## src/rtl/config_loader_if.sv

```systemverilog
// config_loader_if
// Bundles the framed input stream and the switch-box configuration bus.
//   master : upstream stream source (drives cfg_in_*, observes status/config)
//   slave  : config_loader (accepts cfg_in_*, drives ready, config bus, status)
// Signals:
//   cfg_in_data[31:0], cfg_in_valid, cfg_in_ready : word stream handshake
//   config_data[31:0], config_en[NUM_TILES-1:0]   : broadcast word + one-hot strobe
//   busy, done, error                             : frame status
interface config_loader_if #(
    parameter int NUM_TILES = 16
);
    logic [31:0]          cfg_in_data;
    logic                 cfg_in_valid;
    logic                 cfg_in_ready;
    logic [31:0]          config_data;
    logic [NUM_TILES-1:0] config_en;
    logic                 busy;
    logic                 done;
    logic                 error;

    modport master (
        output cfg_in_data, cfg_in_valid,
        input  cfg_in_ready, config_data, config_en, busy, done, error
    );

    modport slave (
        input  cfg_in_data, cfg_in_valid,
        output cfg_in_ready, config_data, config_en, busy, done, error
    );
endinterface

```

## src/rtl/config_loader.sv

```systemverilog
// config_loader
// Decodes a framed 32-bit stream (header, payload words, optional checksum)
// and writes each payload word to one switch box via config_data/config_en.
// Ports:
//   clk   : clock, all state on rising edge
//   reset : asynchronous active-high reset
//   bus   : config_loader_if.slave (stream in, config bus out, busy/done/error)
// Parameters: NUM_TILES (config_en width), ADDR_W (tile address width, <= 8).
// Optional feature: define CONFIG_LOADER_CHECKSUM_EN to require a trailing
// XOR checksum word per frame (state CHECK).
//
// state   | meaning
// --------+-------------------------------------------------------------
// S_IDLE  | waiting for a header word
// S_LOAD  | consuming payload words, one strobe per in-range word
// S_CHECK | waiting for the checksum word (checksum build only)
module config_loader #(
    parameter int NUM_TILES = 16,
    parameter int ADDR_W    = 4
) (
    input  logic            clk,
    input  logic            reset,
    config_loader_if.slave  bus
);
    localparam logic [7:0]           MAGIC   = 8'hC5;
    localparam logic [NUM_TILES-1:0] EN_ONE  = {{(NUM_TILES-1){1'b0}}, 1'b1};

    typedef enum logic [1:0] {
        S_IDLE,
        S_LOAD
`ifdef CONFIG_LOADER_CHECKSUM_EN
        , S_CHECK
`endif
    } state_t;

    state_t               state_q, state_d;
    logic [ADDR_W-1:0]    addr_q, addr_d;
    logic [7:0]           rem_q, rem_d;
    logic [31:0]          data_q, data_d;
    logic [NUM_TILES-1:0] en_q, en_d;
    logic                 done_q, done_d;
    logic                 error_q, error_d;
    logic                 ready_q;
    logic                 hs;
`ifdef CONFIG_LOADER_CHECKSUM_EN
    logic [31:0]          csum_q, csum_d;
`endif

    // Ready is 1 in every state, so it only needs to track reset.
    assign hs = bus.cfg_in_valid & ready_q;

    always_ff @(posedge clk or posedge reset) begin
        if (reset) begin
            state_q <= S_IDLE;
            addr_q  <= '0;
            rem_q   <= '0;
            data_q  <= '0;
            en_q    <= '0;
            done_q  <= 1'b0;
            error_q <= 1'b0;
            ready_q <= 1'b0;
`ifdef CONFIG_LOADER_CHECKSUM_EN
            csum_q  <= '0;
`endif
        end else begin
            state_q <= state_d;
            addr_q  <= addr_d;
            rem_q   <= rem_d;
            data_q  <= data_d;
            en_q    <= en_d;
            done_q  <= done_d;
            error_q <= error_d;
            ready_q <= 1'b1;
`ifdef CONFIG_LOADER_CHECKSUM_EN
            csum_q  <= csum_d;
`endif
        end
    end

    always_comb begin
        state_d = state_q;
        addr_d  = addr_q;
        rem_d   = rem_q;
        data_d  = data_q;
        en_d    = '0;
        done_d  = 1'b0;
        error_d = error_q;
`ifdef CONFIG_LOADER_CHECKSUM_EN
        csum_d  = csum_q;
`endif
        case (state_q)
            S_IDLE: begin
                if (hs) begin
                    if (bus.cfg_in_data[31:24] == MAGIC && bus.cfg_in_data[23:16] != 8'd0) begin
                        addr_d  = bus.cfg_in_data[ADDR_W-1:0];
                        rem_d   = bus.cfg_in_data[23:16];
                        state_d = S_LOAD;
`ifdef CONFIG_LOADER_CHECKSUM_EN
                        csum_d  = '0;
`endif
                    end else begin
                        error_d = 1'b1;
                    end
                end
            end
            S_LOAD: begin
                if (hs) begin
                    data_d = bus.cfg_in_data;
                    // Out-of-range addresses still consume the word, just no strobe.
                    if (32'(addr_q) < 32'(NUM_TILES)) begin
                        en_d = EN_ONE << addr_q;
                    end else begin
                        error_d = 1'b1;
                    end
                    addr_d = addr_q + 1'b1;
                    rem_d  = rem_q - 8'd1;
`ifdef CONFIG_LOADER_CHECKSUM_EN
                    csum_d = csum_q ^ bus.cfg_in_data;
                    if (rem_q == 8'd1) begin
                        state_d = S_CHECK;
                    end
`else
                    if (rem_q == 8'd1) begin
                        state_d = S_IDLE;
                        done_d  = 1'b1;
                    end
`endif
                end
            end
`ifdef CONFIG_LOADER_CHECKSUM_EN
            S_CHECK: begin
                if (hs) begin
                    if (bus.cfg_in_data != csum_q) begin
                        error_d = 1'b1;
                    end
                    state_d = S_IDLE;
                    done_d  = 1'b1;
                end
            end
`endif
            default: state_d = S_IDLE;
        endcase
    end

    assign bus.cfg_in_ready = ready_q;
    assign bus.config_data  = data_q;
    assign bus.config_en    = en_q;
    assign bus.busy         = (state_q != S_IDLE);
    assign bus.done         = done_q;
    assign bus.error        = error_q;
endmodule

```

## src/flat_wrapper.sv

```systemverilog
// flat-port wrapper written by rule: the top's interface ports become plain ports
module config_loader_flat 
#(
    parameter int NUM_TILES = 16,
    parameter int ADDR_W    = 4
)
  (clk, reset, bus_cfg_in_data, bus_cfg_in_valid, bus_cfg_in_ready, bus_config_data, bus_config_en, bus_busy, bus_done, bus_error);
  config_loader_if #(.NUM_TILES(NUM_TILES)) bus_i ();
  input  logic clk;
  input  logic reset;
  input wire logic [$bits(bus_i.cfg_in_data)-1:0] bus_cfg_in_data;
  input wire logic [$bits(bus_i.cfg_in_valid)-1:0] bus_cfg_in_valid;
  output wire logic [$bits(bus_i.cfg_in_ready)-1:0] bus_cfg_in_ready;
  output wire logic [$bits(bus_i.config_data)-1:0] bus_config_data;
  output wire logic [$bits(bus_i.config_en)-1:0] bus_config_en;
  output wire logic [$bits(bus_i.busy)-1:0] bus_busy;
  output wire logic [$bits(bus_i.done)-1:0] bus_done;
  output wire logic [$bits(bus_i.error)-1:0] bus_error;
  assign bus_i.cfg_in_data = bus_cfg_in_data;
  assign bus_i.cfg_in_valid = bus_cfg_in_valid;
  assign bus_cfg_in_ready = bus_i.cfg_in_ready;
  assign bus_config_data = bus_i.config_data;
  assign bus_config_en = bus_i.config_en;
  assign bus_busy = bus_i.busy;
  assign bus_done = bus_i.done;
  assign bus_error = bus_i.error;
  config_loader #(.NUM_TILES(NUM_TILES), .ADDR_W(ADDR_W)) u_core (.clk(clk), .reset(reset), .bus(bus_i));
endmodule
```

## config.mk

```make
export PLATFORM = sky130hd
export DESIGN_NAME = config_loader_flat
export DESIGN_NICKNAME = d
export VERILOG_FILES = /design/src/rtl/config_loader_if.sv /design/src/rtl/config_loader.sv /design/src/flat_wrapper.sv
export SDC_FILE = /design/constraint.sdc
export NUM_CORES = 1
export LEC_CHECK = 0
export CAP_MARGIN = 20
export CORE_ASPECT_RATIO = 0.9
export CORE_UTILIZATION = 42
export CTS_BUF_LIST = sky130_fd_sc_hd__clkbuf_2 sky130_fd_sc_hd__clkbuf_4 sky130_fd_sc_hd__clkbuf_8
export DETAILED_ROUTE_END_ITERATION = 8
export PLACE_DENSITY = 0.76
export RECOVER_POWER = 25
export SETUP_SLACK_MARGIN = 0.15
export SYNTH_ARGS = -nofsm -noshare
export SYNTH_HDL_FRONTEND = slang
export SYNTH_SLANG_ARGS = --single-unit
```

## constraint.sdc

```tcl
create_clock -name clk -period 3.7 [get_ports clk]
set_clock_uncertainty 0.05 [all_clocks]
set_input_delay 0.925 -clock clk [delete_from_list [all_inputs] [get_ports clk]]
set_output_delay 0.925 -clock clk [all_outputs]
set_load 0.01 [all_outputs]
```

==> results of run 1 <==
[metrics by stage]
stage / instance area, sq um / std cells / total power [W] / util (%)
floorplan: 2780 / 276 / 0.00160 / -
global placement: 3760 / 444 / 0.00211 / 60.1
detailed placement: 3760 / 444 / 0.00213 / 60.1
CTS: 3980 / 460 / 0.00280 / 63.6
global route: 3970 / 460 / 0.00298 / 63.6
finish: 3970 / 460 / 0.00277 / 63.6
[logic make-up after synthesis]
group                      synth area share (%)
AOI/OAI and AO/OA                          11.7
adders and majority gates                  3.60
buffers and inverters                      2.43
DFF                                        57.6
other                                     0.135
and+or+nand+nor                            24.6
[metal layers]
layer	share of wire [%]	global-route usage, %	up-vias	wire [microns]
li1	-	-	1115	-
met2	43	29.2	102	2700
met5	0	0	-	0
met4	1.4	9.18	0	86
met3	9.0	6.13	8	566
met1	47	27.4	1105	2920
[flip-flops by register name, summed over array words and instances, names as in the netlist]
name                     count
u_core.addr_q                4
u_core.bus.cfg_in_ready      1
u_core.bus.config_data      32
u_core.bus.config_en        16
u_core.bus.done              1
u_core.bus.error             1
u_core.rem_q                 8
u_core.state_q               1
[worst max-delay path: stages]
cell and delay [ps]:
clkdlybuf4s50_1 550, and2_1 150, buf_4 170, nand2_1 450, nor2_1 380, and3_1 200
[how the worst max path moves through the flow]
stage	from	to	slack, ps
2_1_floorplan	reset	u_core.addr_q[0]	1130
3_3_place_gp	bus_cfg_in_data[18]	u_core.rem_q[2]	780
3_5_place_dp	bus_cfg_in_valid	u_core.bus.config_data[25]	730
4_1_cts	bus_cfg_in_valid	u_core.bus.config_data[22]	1090
5_1_grt	bus_cfg_in_valid	u_core.bus.config_en[4]	940
6_report	bus_cfg_in_valid	u_core.bus.config_en[4]	1080
[power by group]
| part | switching (W) | total, W | internal (W) | leakage, nW |
|---|---|---|---|---|
| Sequential | 0.000202 | 0.00113 | 0.000930 | 0.819 |
| Clock | 0.000256 | 0.000650 | 0.000394 | 0.112 |
| Combinational | 0.000452 | 0.000992 | 0.000540 | 0.984 |
| Total | 0.000910 | 0.00277 | 0.00186 | 1.92 |
[layout by cell type, fill, tap and decap left out, drive strengths merged, types with 3 or more instances in the layout]
master         instances
nand2                101
buf                    5
a21oi                  6
ha                     8
dfrtp                 64
o211ai                 3
o221a                  6
and3                  18
nor3                   3
and2                   7
clkinv                 3
o22ai                  4
nor2                   8
clkbuf                11
inv                    7
clkdlybuf4s50         85
o21ai                  6
[area by class of cell]
cell class | instances | share of cell area (%)
flip-flops and latches | 64 | 40.3
multi-input cells | 194 | 28.0
repair buffers | 92 | 22.7
clock buffers | 10 | 3.46
well taps | 87 | 2.74
clock inverters | 6 | 2.08
inverters | 7 | 0.661
==> results.md, run 1 <==
* Wire length of the first global-routing pass at about 11,000 microns
* Maximum Capacitance Violations at 0
* Worst path required time at 3920 ps
* Async SR Flop Fraction at between 90% and 100%
* Worst Setup End Kind: flip-flop
* Antenna violation net count after detailed routing at 0
* Clock Tree Buf Depth at 2
* Io pins at just under 90
* Least setup slack across all paths after layout at 1080 ps
* Final setup fails at 0
* Setup repair after global routing missed its margin: no
* Number of max-slew violations in the final report at 0
* Period utilisation layout at 70.8%
* Static leakage power at 1.92 nW
* Overall global routing resource usage at 20.1%
* R2r worst-path depth at 4
* Global route overflow at 0
* Final weighted congestion of routability-driven global placement at 0.813
* Hold crit path type: flip-flop to flip-flop
* Crit path DAT at around 2800 ps
* Vertical die dimension at between 70 and 80 microns
* Hold path depth at 1
* Total number of vias at around 2.3k
* Count of warnings emitted by yosys at 0
* CTS tree: yes
* Tightest hold margin at 420 ps
* Count of TritonRoute iterations in the first routing pass at 4
* Detail-routed net length per standard cell at between 10 and 15 microns
* Post-CTS clock slew at the launch and capture registers of the worst setup and hold paths at 70 ps
* Clock period minus worst slack at 2620 ps
* Final-stage net count at 411
* Peak VDD IR at approximately 0.00035 V
* Share of the synthesized area in the top cell type at 57.6%
* Number of vias per cell after detailed routing at 5.07
* Antenna fix cells at 0
* Violation count after the first detailed-routing iteration at 138
* Area growth from synthesis to layout at 42.8%
* Worst setup slack before clock tree synthesis at approximately 730 ps
* Clock sink count at 64
* Hold Path Origin: u_core.bus.error
* Worst reg2reg startpoint: u_core.state_q[0]
* Power density relative to cell area at 698 mW/mm^2
* Summed instance area of the synthesized netlist at around 0.0028 sq mm
* Area enclosed by the die boundary at 0.00696 sq mm
* Most common cell in the netlist: nand2_1
* Worst slew slack as a fraction of its limit at between 10% and 20%
* CTS H-tree lvls at 3
* Number of antenna violations at the first check in global routing at 0
* Kind of critical path: primary input to flip-flop
* Via count of the first global-routing pass at 2,278
* Startpoint types: primary input
* CTS root buffer: clkbuf_8
* Maximum clock frequency at 382 MHz
* Maximum number of pins on one net before global-route repair at 40
* DRC viols at 0
* Storage cell area at 0.00160 sq mm
* Slew of the pin with the lowest slew margin at 1270 ps
* Number of cells upsized or downsized after cts at 0
* Final Hold Violating Endpoints at 0
* Port bufs at 86
* Clock latency on the worst-skew pair at 320 ps
* Worst hold endpoint: u_core.bus.error
* Total negative slack for setup checks at 0 ps
* Hold buffer count at CTS at 0
* Core region area at 0.00625 sq mm
* Die boundary width at 87.8 microns
* Result of the run: complete, no violations
* Cell type contributing the most total cell area after synthesis: dfrtp_1
* Synth unique cells at 36
* Initial cell density of the core at 44.5%
* Detailed Route WL at 6280 microns
* Fill cell instance count of the final layout at 488
* Predominant post-synthesis flop cell: dfrtp_1
* Share of layout cells above drive strength 1 at 9.38%
* Worst Path Max Fanout at 22
* Synthesized netlist cell count at 276
* Cells taking the most area after synthesis: dfrtp_1, nand2_1, and3_1, ha_1, o221a_2
* End of the worst register-to-register path: u_core.bus.config_en[10]
* Synthesis-stage register bit count at 64
* Number of CTS-inserted buffers at 9
* Number of enable-type register cells in the synthesized netlist at 0
* Final HPWL DP at 4480 microns
* Register-to-register setup slack at ~1700 ps
* Synthesized area per cell at 10.1 sq um
* Area of the multi-input gates at 0.00111 sq mm
* Core Rows at 27
* Number of nets in the synthesized netlist at 319
* Synth cell count leaders: nand2_1, dfrtp_1, and3_1, clkbuf_1
* Proportion of synthesized chip area in sequential cells at 57.6%
* Post CTS Setup Buffer Count at 0
Note: power is estimated with default switching activity, not from simulation.
==> run 2, diff against run 1 <==
Clock period 3.7 ns to 2.7 ns, I/O delays scaled along.
==> run 2 against run 1 <==
Net effect:
- non-clock buffer count grew 4
- critical path type unchanged
- critical path depth is 1 lower
- largest power group unchanged
- cell count up 0.87%
- first-iteration DRC count grew 0.72%
- the flow now finishes with violations (max-capacitance violations, max-slew violations)
- sequential cell count unchanged
==> results.md, run 2 (synthesized netlist as in run 1, its figures left out) <==
* Result of the run: complete, but fails checks
* Violated checks: max-capacitance violations, max-slew violations
* Final-stage net count at 415
* Maximum number of pins on one net before global-route repair at 65
* Kind of critical path: primary input to flip-flop
* Initial cell density of the core at 44.5%
* Final weighted congestion of routability-driven global placement at 0.821
* Count of TritonRoute iterations in the first routing pass at 4
* Clock sink count at between 60 and 70
* DRC viols at 0
* Layout Cell Area excl Fill at approximately 0.004 sq mm
* Slew of the pin with the lowest slew margin at 1540 ps
* Wire length of the first global-routing pass at 10,800 microns
* Die boundary width at 87.8 microns
* Startpoint types: primary input
* Detail-routed net length per standard cell at 13.8 microns
* Most common library cell in the layout ignoring fill and taps: nand2_1
* Number of cells upsized or downsized after cts at 0
* Global route overflow at 0
* Setup repair after global routing missed its margin: no
* CTS H-tree lvls at 3
* Number of antenna violations at the first check in global routing at 0
* Final Hold Violating Endpoints at 0
* Sequential share of power at 37.9%
* Area enclosed by the die boundary at roughly 0.0070 sq mm
* Power dissipated by switching net loads at ~0.0012 W
* Worst Setup End Kind: flip-flop
* Worst slew slack as a fraction of its limit at -2.56%
* Number of CTS-inserted buffers at 9
* Clock period minus worst slack at approximately 2300 ps
* Hold buffer count at CTS at 0
* Leading cell types in the layout, fill and taps excluded: nand2_1, clkdlybuf4s50_1, dfrtp_1
* Peak VDD IR at about 0.00054 V
* Final HPWL DP at 4530 microns
* Detailed Route WL at about 6400 microns
* Least setup slack across all paths after layout at 406 ps
* Clock latency on the worst-skew pair at 330 ps
* Clock Tree Buf Depth at 2
* Maximum clock frequency at 436 MHz
* Area growth from synthesis to layout at 45.8%
* Share of layout cells above drive strength 1 at a little over a tenth
* Io pins at 87
* Number of max-slew violations in the final report at 65
* Port bufs at 86
* Vertical die dimension at 79.2 microns
* Crit path DAT at 2470 ps
* CTS root buffer: clkbuf_8
* Number of vias per cell after detailed routing at 5.04
* Power density relative to cell area at 992 mW/mm^2
* Core Rows at 27
* Via count of the first global-routing pass at ~2.4k
* Antenna violation net count after detailed routing at 0
* Placed instance area at 0.00380 sq mm
* Power share of the combinational group at 34.9%
* Total number of vias at 2,339
* Post CTS Setup Buffer Count at 0
* Post-CTS clock slew at the launch and capture registers of the worst setup and hold paths at 70 ps
* Total negative slack for setup checks at 0 ps
* Internal power component at ~0.0028 W
* Static leakage power at 1.95 nW
* Period utilisation layout at 84.9%
* Worst path required time at about 2900 ps
* Final setup fails at 0
* Utilization after layout at 64.9%
* Part of the power in the clock network at 27.2%
* Hold crit path type: flip-flop to flip-flop
* Violation count after the first detailed-routing iteration at between 100 and 150
* Maximum Capacitance Violations at 1
* Max reg flops at 32
* Design Power at 0.00402 W
* CTS tree: yes
* Antenna fix cells at 0
* Core region area at 0.00625 sq mm
* Sw frac at between 30% and 40%
* Overall global routing resource usage at about a fifth
* Worst setup slack before clock tree synthesis at 60.4 ps
* Worst Path Max Fanout at 4
==> run 2: cell count changes in the layout (fill, tap and decap cells not counted) <==
cell	before	now
dlygate4sd3_1	1	0
clkdlybuf4s50_1	85	86
bufinv_16	2	4
buf_4	5	9
clkinv_1	0	1
clkbuf_1	1	0
inv_1	7	6
clkinv_2	3	0
clkbuf_4	0	1
clkbuf_2	0	1
==> run 2: area by class of cell <==
cell class	instances	area [sq um]
Clock buffer	11	145
Clock inverter	5	128
Fill cell	496	2190
Inverter	7	26.3
Multi-Input combinational cell	194	1110
Sequential cell	64	1600
Tap cell	87	109
Timing Repair Buffer	96	933
==> run 2: through the flow <==
| step | cells | hold slack, ps |
|---|---|---|
| final | 464 | 410 |
| after global routing | 464 | 440 |
| after CTS | 464 | 415 |
| after detailed placement | 448 | 395 |
| after global placement | 448 | 397 |
| after floorplan | 276 | 395 |
==> run 2: critical path, stage by stage <==
cell	delay, ps
clkdlybuf4s50_1	460
or4_4	620
o211a_4	290
o22a_1	190
o221a_1	210
==> run 2: metal layers <==
metal  share of wire [%]  track usage [%]
met2                  44             31.9
met3                 7.6             5.82
met1                  47             26.6
met5                   0                0
met4                 1.6             9.02
==> run 2: power groups by stage <==
stage | Combinational (W) | Clock (W) | Sequential, W
finish | 0.00140 | 0.00109 | 0.00152
global route | 0.00157 | 0.00116 | 0.00157
CTS | 0.00142 | 0.00112 | 0.00152
detailed placement | 0.00142 | 0 | 0.00153
global placement | 0.00138 | 0 | 0.00152
floorplan | 0.000595 | 0 | 0.00160
==> run 2: worst paths after layout <==
path / start / to / slack [ps] / cells past startpoint
setup / recovery: bus_cfg_in_data[18] / u_core.addr_q[3] / 410 / 5
max in group asynchronous: reset / u_core.bus.config_data[18] / 550 / 3
hold / removal: u_core.bus.error / u_core.bus.error / 410 / 1
hold reg to reg: u_core.bus.error / u_core.bus.error / 410 / 1
setup reg to reg: u_core.rem_q[2] / u_core.state_q[0] / 920 / 4
min in group asynchronous: reset / u_core.bus.config_data[30] / 1140 / 3
==> run 3, diff against run 2 <==
Settings changed: PLACE_DENSITY 0.76 to 0.79.
Clock period 2.7 ns to 1.9 ns, I/O delays scaled along.
==> run 3 against run 2 <==
Net effect:
- the flow now finishes without violations
- critical path depth is 4 lower
- sequential cell count did not move
- count of clock-buffer cells in the layout increased by 1
- critical endpoint is now bus_config_en[14]
- highest routed layer unchanged
==> results.md, run 3 (synthesized netlist as in run 1, its figures left out) <==
* Result of the run: complete, no violations
* Final weighted congestion of routability-driven global placement at 0.898
* Worst Path Max Fanout at 1
* Max reg flops at 32
* Startpoint types: flip-flop
* Via count of the first global-routing pass at 2,455
* Clock latency on the worst-skew pair at about 340 ps
* Crit path DAT at 1180 ps
* Clock Tree Buf Depth at 2
* Antenna violation net count after detailed routing at 0
* Final-stage net count at 428
* Maximum clock frequency at 585 MHz
* Design Power at approximately 0.0052 W
* Wire length of the first global-routing pass at 11,200 microns
* Number of CTS-inserted buffers at 9
* Vertical die dimension at just under 80 microns
* Placed instance area at 0.00391 sq mm
* Overall global routing resource usage at 21.3%
* Clock sink count at 64
* Leading cell types in the layout, fill and taps excluded: nand2_1, dfrtp_1, dlygate4sd2_1
* Kind of critical path: flip-flop to output pin
* CTS root buffer: clkbuf_8
* Period utilisation layout at between 80% and 90%
* Post CTS Setup Buffer Count at 0
* Final Hold Violating Endpoints at 0
* Core Rows at 27
* Antenna fix cells at 0
* Total number of vias at 2,406
* Peak VDD IR at about 0.00061 V
* Detail-routed net length per standard cell at 14.4 microns
* CTS H-tree lvls at 3
* Core region area at 0.00625 sq mm
* Detailed Route WL at around 6900 microns
* Number of antenna violations at the first check in global routing at 0
* Post-CTS clock slew at the launch and capture registers of the worst setup and hold paths at ~70 ps
* Most common library cell in the layout ignoring fill and taps: nand2_1
* Count of TritonRoute iterations in the first routing pass at 4
* Worst path required time at 1370 ps
* Maximum number of pins on one net before global-route repair at 31
* Final HPWL DP at between 4000 and 5000 microns
* Hold buffer count at CTS at 0
* # placed instances at 461
* Initial cell density of the core at between 40% and 50%
* Maximum Capacitance Violations at 0
* Standard cell with the maximum stage delay on the critical path: clkdlybuf4s50_1
* Die boundary width at 87.8 microns
* Uppermost layer routed: met4
* Global route overflow at 0
* CP bufs+invs at 1
* Power density relative to cell area at 1260 mW/mm^2
* Static leakage power at 2.43 nW
* Area growth from synthesis to layout at 49.6%
* Clock period minus worst slack at around 1700 ps
* Final setup fails at 0
* Share of layout cells above drive strength 1 at 18.5%
* Port bufs at 86
* Layout Cell Area excl Fill at 0.00416 sq mm
* Kind of cell adding the most delay to the critical path: buffers and inverters
* Worst Setup End Kind: output pin
* Worst slew slack as a fraction of its limit at 58.9%
* Utilization after layout at 66.6%
* Io pins at 87
* Number of max-slew violations in the final report at 0
* Number of vias per cell after detailed routing at 5.04
* Hold crit path type: primary input to flip-flop
* DRC viols at 0
* Largest stage delay on the critical path at 530 ps
* Area enclosed by the die boundary at 0.00696 sq mm
* Non-filler instance count after layout at between 400 and 500
* Setup repair after global routing missed its margin: no
* CTS tree: yes
* Violation count after the first detailed-routing iteration at 151
* Slew of the pin with the lowest slew margin at 613 ps
* Routed metal-1 wire length at 3010 microns
* Detail Route met3 WL at around 570 microns
* List of cells traversed by the critical path: clkdlybuf4s50_1
* Detailed route wirelength on metal2 at about 3200 microns
[run 3: stage by stage]
stage	hold WS, ps	TNS [ps]	worst slack, ps
final	322	0	190
after detailed placement	402	-14290	-495
after floorplan	395	0	5.97
after global placement	403	-12400	-470
after CTS	403	0	124
after global routing	326	0	134
[run 3: what timing repair did]
item | in CTS | in global routing
pin swaps | 10 | 10
hold endpoints to repair | 0 | 0
resized for setup | 59 | 44
endpoints found under the setup margin | 65 | 70
[run 3: path summary, 6_finish.rpt]
kind,start,end,slack (ps),depth (start not counted)
max reg2reg,u_core.state_q[0],u_core.rem_q[7],240,6
min in group asynchronous,reset,u_core.bus.config_data[7],580,2
min reg2reg,u_core.bus.error,u_core.bus.error,420,1
max in group asynchronous,reset,u_core.bus.config_data[29],340,3
min,bus_cfg_in_data[27],u_core.bus.config_data[27],320,3
max,u_core.bus.config_en[14],bus_config_en[14],190,1
[run 3: layout make-up]
cell class,count,area [sq um]
clock buffer,12,159
clock inverter,4,52.6
fill,502,2090
inverter,7,27.5
multi-input combinational,194,1180
sequential,64,1610
tap,87,109
timing repair buffer,109,1030
[run 3: report_power, final]
part | total, W | switching [W] | internal, W | leakage, nW
Sequential | 0.00218 | 0.000361 | 0.00182 | 0.816
Clock | 0.00121 | 0.000523 | 0.000692 | 0.0983
Combinational | 0.00185 | 0.000959 | 0.000892 | 1.52
[run 3: metal layers]
layer	vias to the layer above	track usage [%]
met4	0	9.51
met1	1136	26.4
met5	-	0
met2	106	33.6
met3	14	7.17
li1	1150	-
==> RTL change 1: new RTL, flow settings as in run 3 <==
`addr_q`, `data_q` and `en_q` no longer have a reset.
--- a/src/rtl/config_loader.sv
+++ b/src/rtl/config_loader.sv
@@ -54,6 +54,3 @@
             state_q <= S_IDLE;
-            addr_q  <= '0;
             rem_q   <= '0;
-            data_q  <= '0;
-            en_q    <= '0;
             done_q  <= 1'b0;
@@ -66,6 +63,3 @@
             state_q <= state_d;
-            addr_q  <= addr_d;
             rem_q   <= rem_d;
-            data_q  <= data_d;
-            en_q    <= en_d;
             done_q  <= done_d;
@@ -77,2 +71,8 @@
         end
+    end
+
+    always_ff @(posedge clk) begin
+        addr_q <= addr_d;
+        data_q <= data_d;
+        en_q   <= en_d;
     end
Formal check against the unedited RTL: differs if reset is asserted again (counterexample within 4 cycles, from zero or initial values and one cycle with reset high); with reset held inactive, the same outputs for 10 cycles.
==> RTL change 1 against run 3 <==
  * Sequential cell count unchanged
  * Power decreased by 27%
  * Register-to-register slack improved by 40 ps
  * Design area decreased by 7.9%
  * Routed wire length decreased by 12%
  * Synthesized area decreased by 13%
  * Critical path depth increased by 5
  * Worst setup slack got worse by 91 ps
  * Clock power decreased by 16%
  * Die area decreased by 12%
  * Critical path type is now in -> reg
  * Critical endpoint is now u_core.rem_q[4]$_DFFE_PP0P_
  * Largest cell class unchanged
==> RTL change 1: results (changes against run 3) <==
| Metric | Value |
|---|---|
| Reg2reg path depth | 5 (-1) |
| Share of cells above drive strength 1 | 0.211 (+0.0263) |
| Nets | 332 (-22%) |
| Critical R2R Launch | u_core.rem_q[2]$_DFFE_PP0P_ |
| Leakage power | 1.73 nW (-29%) |
| Dpl hpwl | 4.31 mm (-9.3%) |
| Met2 Use GR | 0.336 (-0.000346) |
| Hold Startpoint | bus_cfg_in_data[30] |
| Async SR Flop Fraction | 0.188 (-0.813) |
| CP peak stage delay | 360 ps (-170 ps) |
| Filler cells | 343 (-32%) |
| Via count | 1865 (-22%) |
| Vias per cell | 5.17 (+2.4%) |
| Pwr Total | 3.83 mW (-27%) |
| Post-synthesis instance total | 167 (-39%) |
| Cell area after placement | 3560 µm² (-9.1%) |
| Worst Setup EP | u_core.rem_q[4]$_DFFE_PP0P_ |
| Yosys cell types | 39 (+8.3%) |
| Post-synth EDFFs | 36 (+36) |
| Hold Slack | 404 ps (+82.3 ps) |
| Post-CTS Setup Bufs | 6 (+6) |
| Placed insts | 337 (-27%) |
| Status | complete, no violations |
| Met3 Use GR | 0.0515 (-0.0202) |
| Final worst path period need | 1800 ps (+90.6 ps) |
| Clk network pwr share | 0.267 (+0.035) |
| CP top delay family | simple AND/OR/NAND/NOR gates |
| CP max FO | 5 (+4) |
| Design Area, Final | 3830 µm² (-7.9%) |
| Met1 WL | 2.54 mm (-16%) |
| Dominant synthesized flop cell | edfxtp_1 |
| Hold Path End | u_core.bus.config_data[30]$_DFFE_PN_ |
| Vias in the first global route | 1820 (-26%) |
| RR Endpoint | u_core.rem_q[5]$_DFFE_PP0P_ |
| Worst path slowest cell | or3_4 |
[RTL change 1: changes by cell type in the layout (fill, tap and decap cells not counted), moves of 16 or more]
cell and delta:
dfrtp_1 -50, dlygate4sd3_1 +16, dlygate4sd2_1 -24, dfxtp_1 +16, nand2_1 -96, edfxtp_1 +36
[RTL change 1: kinds of logic (layout without fill, tap and decap cells)]
logic type      after synthesis  count (layout)  synth area share
mux                           5               5            0.0216
fa+ha+maj                     8               8            0.0412
compound gates               25              26            0.0823
xor+xnor                      1               1           0.00360
flops                        64              64             0.700
other cells                   1               1           0.00154
simple gates                 50              50             0.130
buf+inv                      13             139            0.0201
[RTL change 1: cell type report]
cell class	count	share of cell area
clock buffers	9	0.0323
inverters	10	0.0108
flip-flops and latches	64	0.444
multi-input cells	91	0.190
repair buffers	113	0.288
well taps	67	0.0219
clock inverters	7	0.0124
==> RTL change 2: new RTL, settings of run 3 <==
Without the edit above. Add a define of `CONFIG_LOADER_CHECKSUM_EN`.
--- a/src/rtl/config_loader.sv
+++ b/src/rtl/config_loader.sv
@@ -16,2 +16,4 @@
 // S_CHECK | waiting for the checksum word (checksum build only)
+`define CONFIG_LOADER_CHECKSUM_EN
+
 module config_loader #(
Formal check against the unedited RTL: not equivalent (a bounded check fails within 4 cycles, from zero or initial values and one cycle with reset high).
==> RTL change 2 against run 3 <==
  * Synthesized area is 78% higher
  * Routed wire length is 110% higher
  * Worst setup slack worse by 180 ps
  * Sequential cell count up 33
  * Design area increased by 68%
  * Power grew 10%
  * Global-route usage increased by 2.5 points
  * Count of clock-buffer cells in the layout stayed put
  * Via count rose by 89%
  * Highest routed layer unchanged
==> RTL change 2: results (changes against run 3) <==
| Metric | Value |
|---|---|
| Global-route wire length before repair | 22.2 mm (+98%) |
| Pre-Repair DR Iteration Count | 5 (+1) |
| DRC | 0 (unchanged) |
| GPL Wtd Cong | 0.825 (-8.1%) |
| Synth top area cells | dfrtp_1, nand2_1, o21ai_2 |
| Peak supply drop | 0.423 mV (-30%) |
| Nets | 735 (+72%) |
| H-Tree Depth | 3 (unchanged) |
| Yosys cell types | 42 (+17%) |
| Num CTS Buffers | 9 (unchanged) |
| R2r setup slk | 8 ps (-230 ps) |
| Reg2reg path depth | 7 (+1) |
| Seq/Total Area, Yosys | 0.491 (-0.0845) |
| Port Buffers | 86 (unchanged) |
| Placed insts | 812 (+76%) |
| Yosys warns | 0 (unchanged) |
| Synth top cells by count | nand2_1, dfrtp_1, nor2_1, a21oi_1, inv_1 |
| Area growth from synthesis to layout | 41.5% |
| Ant diodes | 0 (unchanged) |
| Slew HR | 0.345 (-0.244) |
| Final std cells w/o fill | 853 (+79%) |
| Critical R2R Launch | u_core.state_q[1]$_DFFE_PP0P_ |
| Clock Latency Late Sink | 390 ps (+50 ps) |
| Status | complete, no violations |
| Async SR Flop Fraction | 1.00 (unchanged) |
| Reg clk slew, reported paths | 90 ps (+20 ps) |
| Root Driver | clkbuf_8 |
| Post-synthesis instance total | 540 (+96%) |
| Hold/Removal Path Class | in -> reg |
| Via count | 4554 (+89%) |
| CP max FO | 7 (+6) |
| Dominant synthesized flop cell | dfrtp_1 |
| Gr usage total | 0.238 (+0.0252) |
| Filler cells | 953 (+90%) |
| CP startpoint | u_core.state_q[1]$_DFFE_PP0P_ |
| Syn Nets | 583 (+83%) |
| Detailed Route WL | 14.6 mm (+110%) |
| Leakage power | 3.39 nW (+39%) |
| Vias in the first global route | 4477 (+82%) |
| Initial antenna violation count | 0 (unchanged) |
| Largest net degree at the start of global routing | 70 (+130%) |
| Cell area after placement | 6400 µm² (+64%) |
| Dpl hpwl | 9.20 mm (+94%) |
| Worst Setup EP | u_core.rem_q[5]$_DFFE_PP0P_ |
| Crit path DAT | 2100 ps (+920 ps) |
| Clock Tree Buf Depth | 2 (unchanged) |
| DRT iter0 DRCs | 358 (+140%) |
| Share of cells above drive strength 1 | 0.232 (+0.0478) |
## RTL change 2: metal layers
| layer | GRT usage | vias to the layer above | part of all wire |
|---|---|---|---|
| met5 | 0 | - | 0 |
| met2 | 0.385 | 184 | 0.49 |
| met3 | 0.0493 | 38 | 0.064 |
| met4 | 0.101 | 0 | 0.029 |
| met1 | 0.307 | 2231 | 0.41 |
| li1 | - | 2101 | - |
## RTL change 2: timing repair
action                                  in CTS  in global routing
setup buffers                               11                  6
endpoints found under the setup margin      98                 73
gates resized for setup                    103                 27
gates cloned                                 2                  6
pin swaps                                   14                  9
hold endpoints to repair                     0                  0
## RTL change 2: worst min-delay path by stage
stage	startpoint	slack, ps	endpoint	cells after the start
after CTS	bus_cfg_in_data[23]	410	u_core.bus.config_data[23]$_DFFE_PP0P_	4
after global placement	u_core.bus.config_data[13]$_DFFE_PP0P_	410	u_core.bus.config_data[13]$_DFFE_PP0P_	2
after detailed placement	u_core.bus.config_data[16]$_DFFE_PP0P_	410	u_core.bus.config_data[16]$_DFFE_PP0P_	2
after floorplan	u_core.csum_q[27]$_DFFE_PP0P_	420	u_core.csum_q[27]$_DFFE_PP0P_	1
after global routing	bus_cfg_in_data[21]	430	u_core.bus.config_data[21]$_DFFE_PP0P_	4
final	bus_cfg_in_data[23]	420	u_core.bus.config_data[23]$_DFFE_PP0P_	4
## RTL change 2: logic make-up after synthesis
| family | count (synthesis) | share of synthesized area |
|---|---|---|
| AND/OR/NAND/NOR | 240 | 0.233 |
| flip-flops | 97 | 0.491 |
| AO/OA/AOI/OAI | 96 | 0.140 |
| buffers and inverters | 64 | 0.0544 |
| XOR/XNOR | 30 | 0.0532 |
| adder cells (fa/ha/maj) | 8 | 0.0202 |
| multiplexers | 4 | 0.00810 |
| other | 1 | 0.000759 |
## RTL change 2: power by group
group	switching, mW	internal, mW
registers	0.415	2.43
logic	0.732	0.742
clock network	0.765	0.696
## RTL change 2: critical path, cell delays in order, from the launching register on
cell and delay (ps):
dfrtp_1 400, buf_6 120, and4bb_2 330, o2111ai_4 200
buf_4 200, buf_6 110, nor2_4 200, o221ai_1 160
## RTL change 2: cell type report
class,count,share of cell area
Sequential cell,97,0.347
Multi-Input combinational cell,379,0.340
Timing Repair Buffer,168,0.235
Tap cell,156,0.0279
Clock buffer,12,0.0227
Inverter,37,0.0200
Clock inverter,4,0.00734
## RTL change 2: per-stage QoR
step	power [mW]	setup WS [ps]	hold WS, ps
6_report	5.78	8.07	421
5_1_grt	6.08	-59.7	432
4_1_cts	5.73	27.7	414
3_5_place_dp	4.32	-621	411
3_3_place_gp	4.24	-572	411
2_1_floorplan	3.66	40.4	421
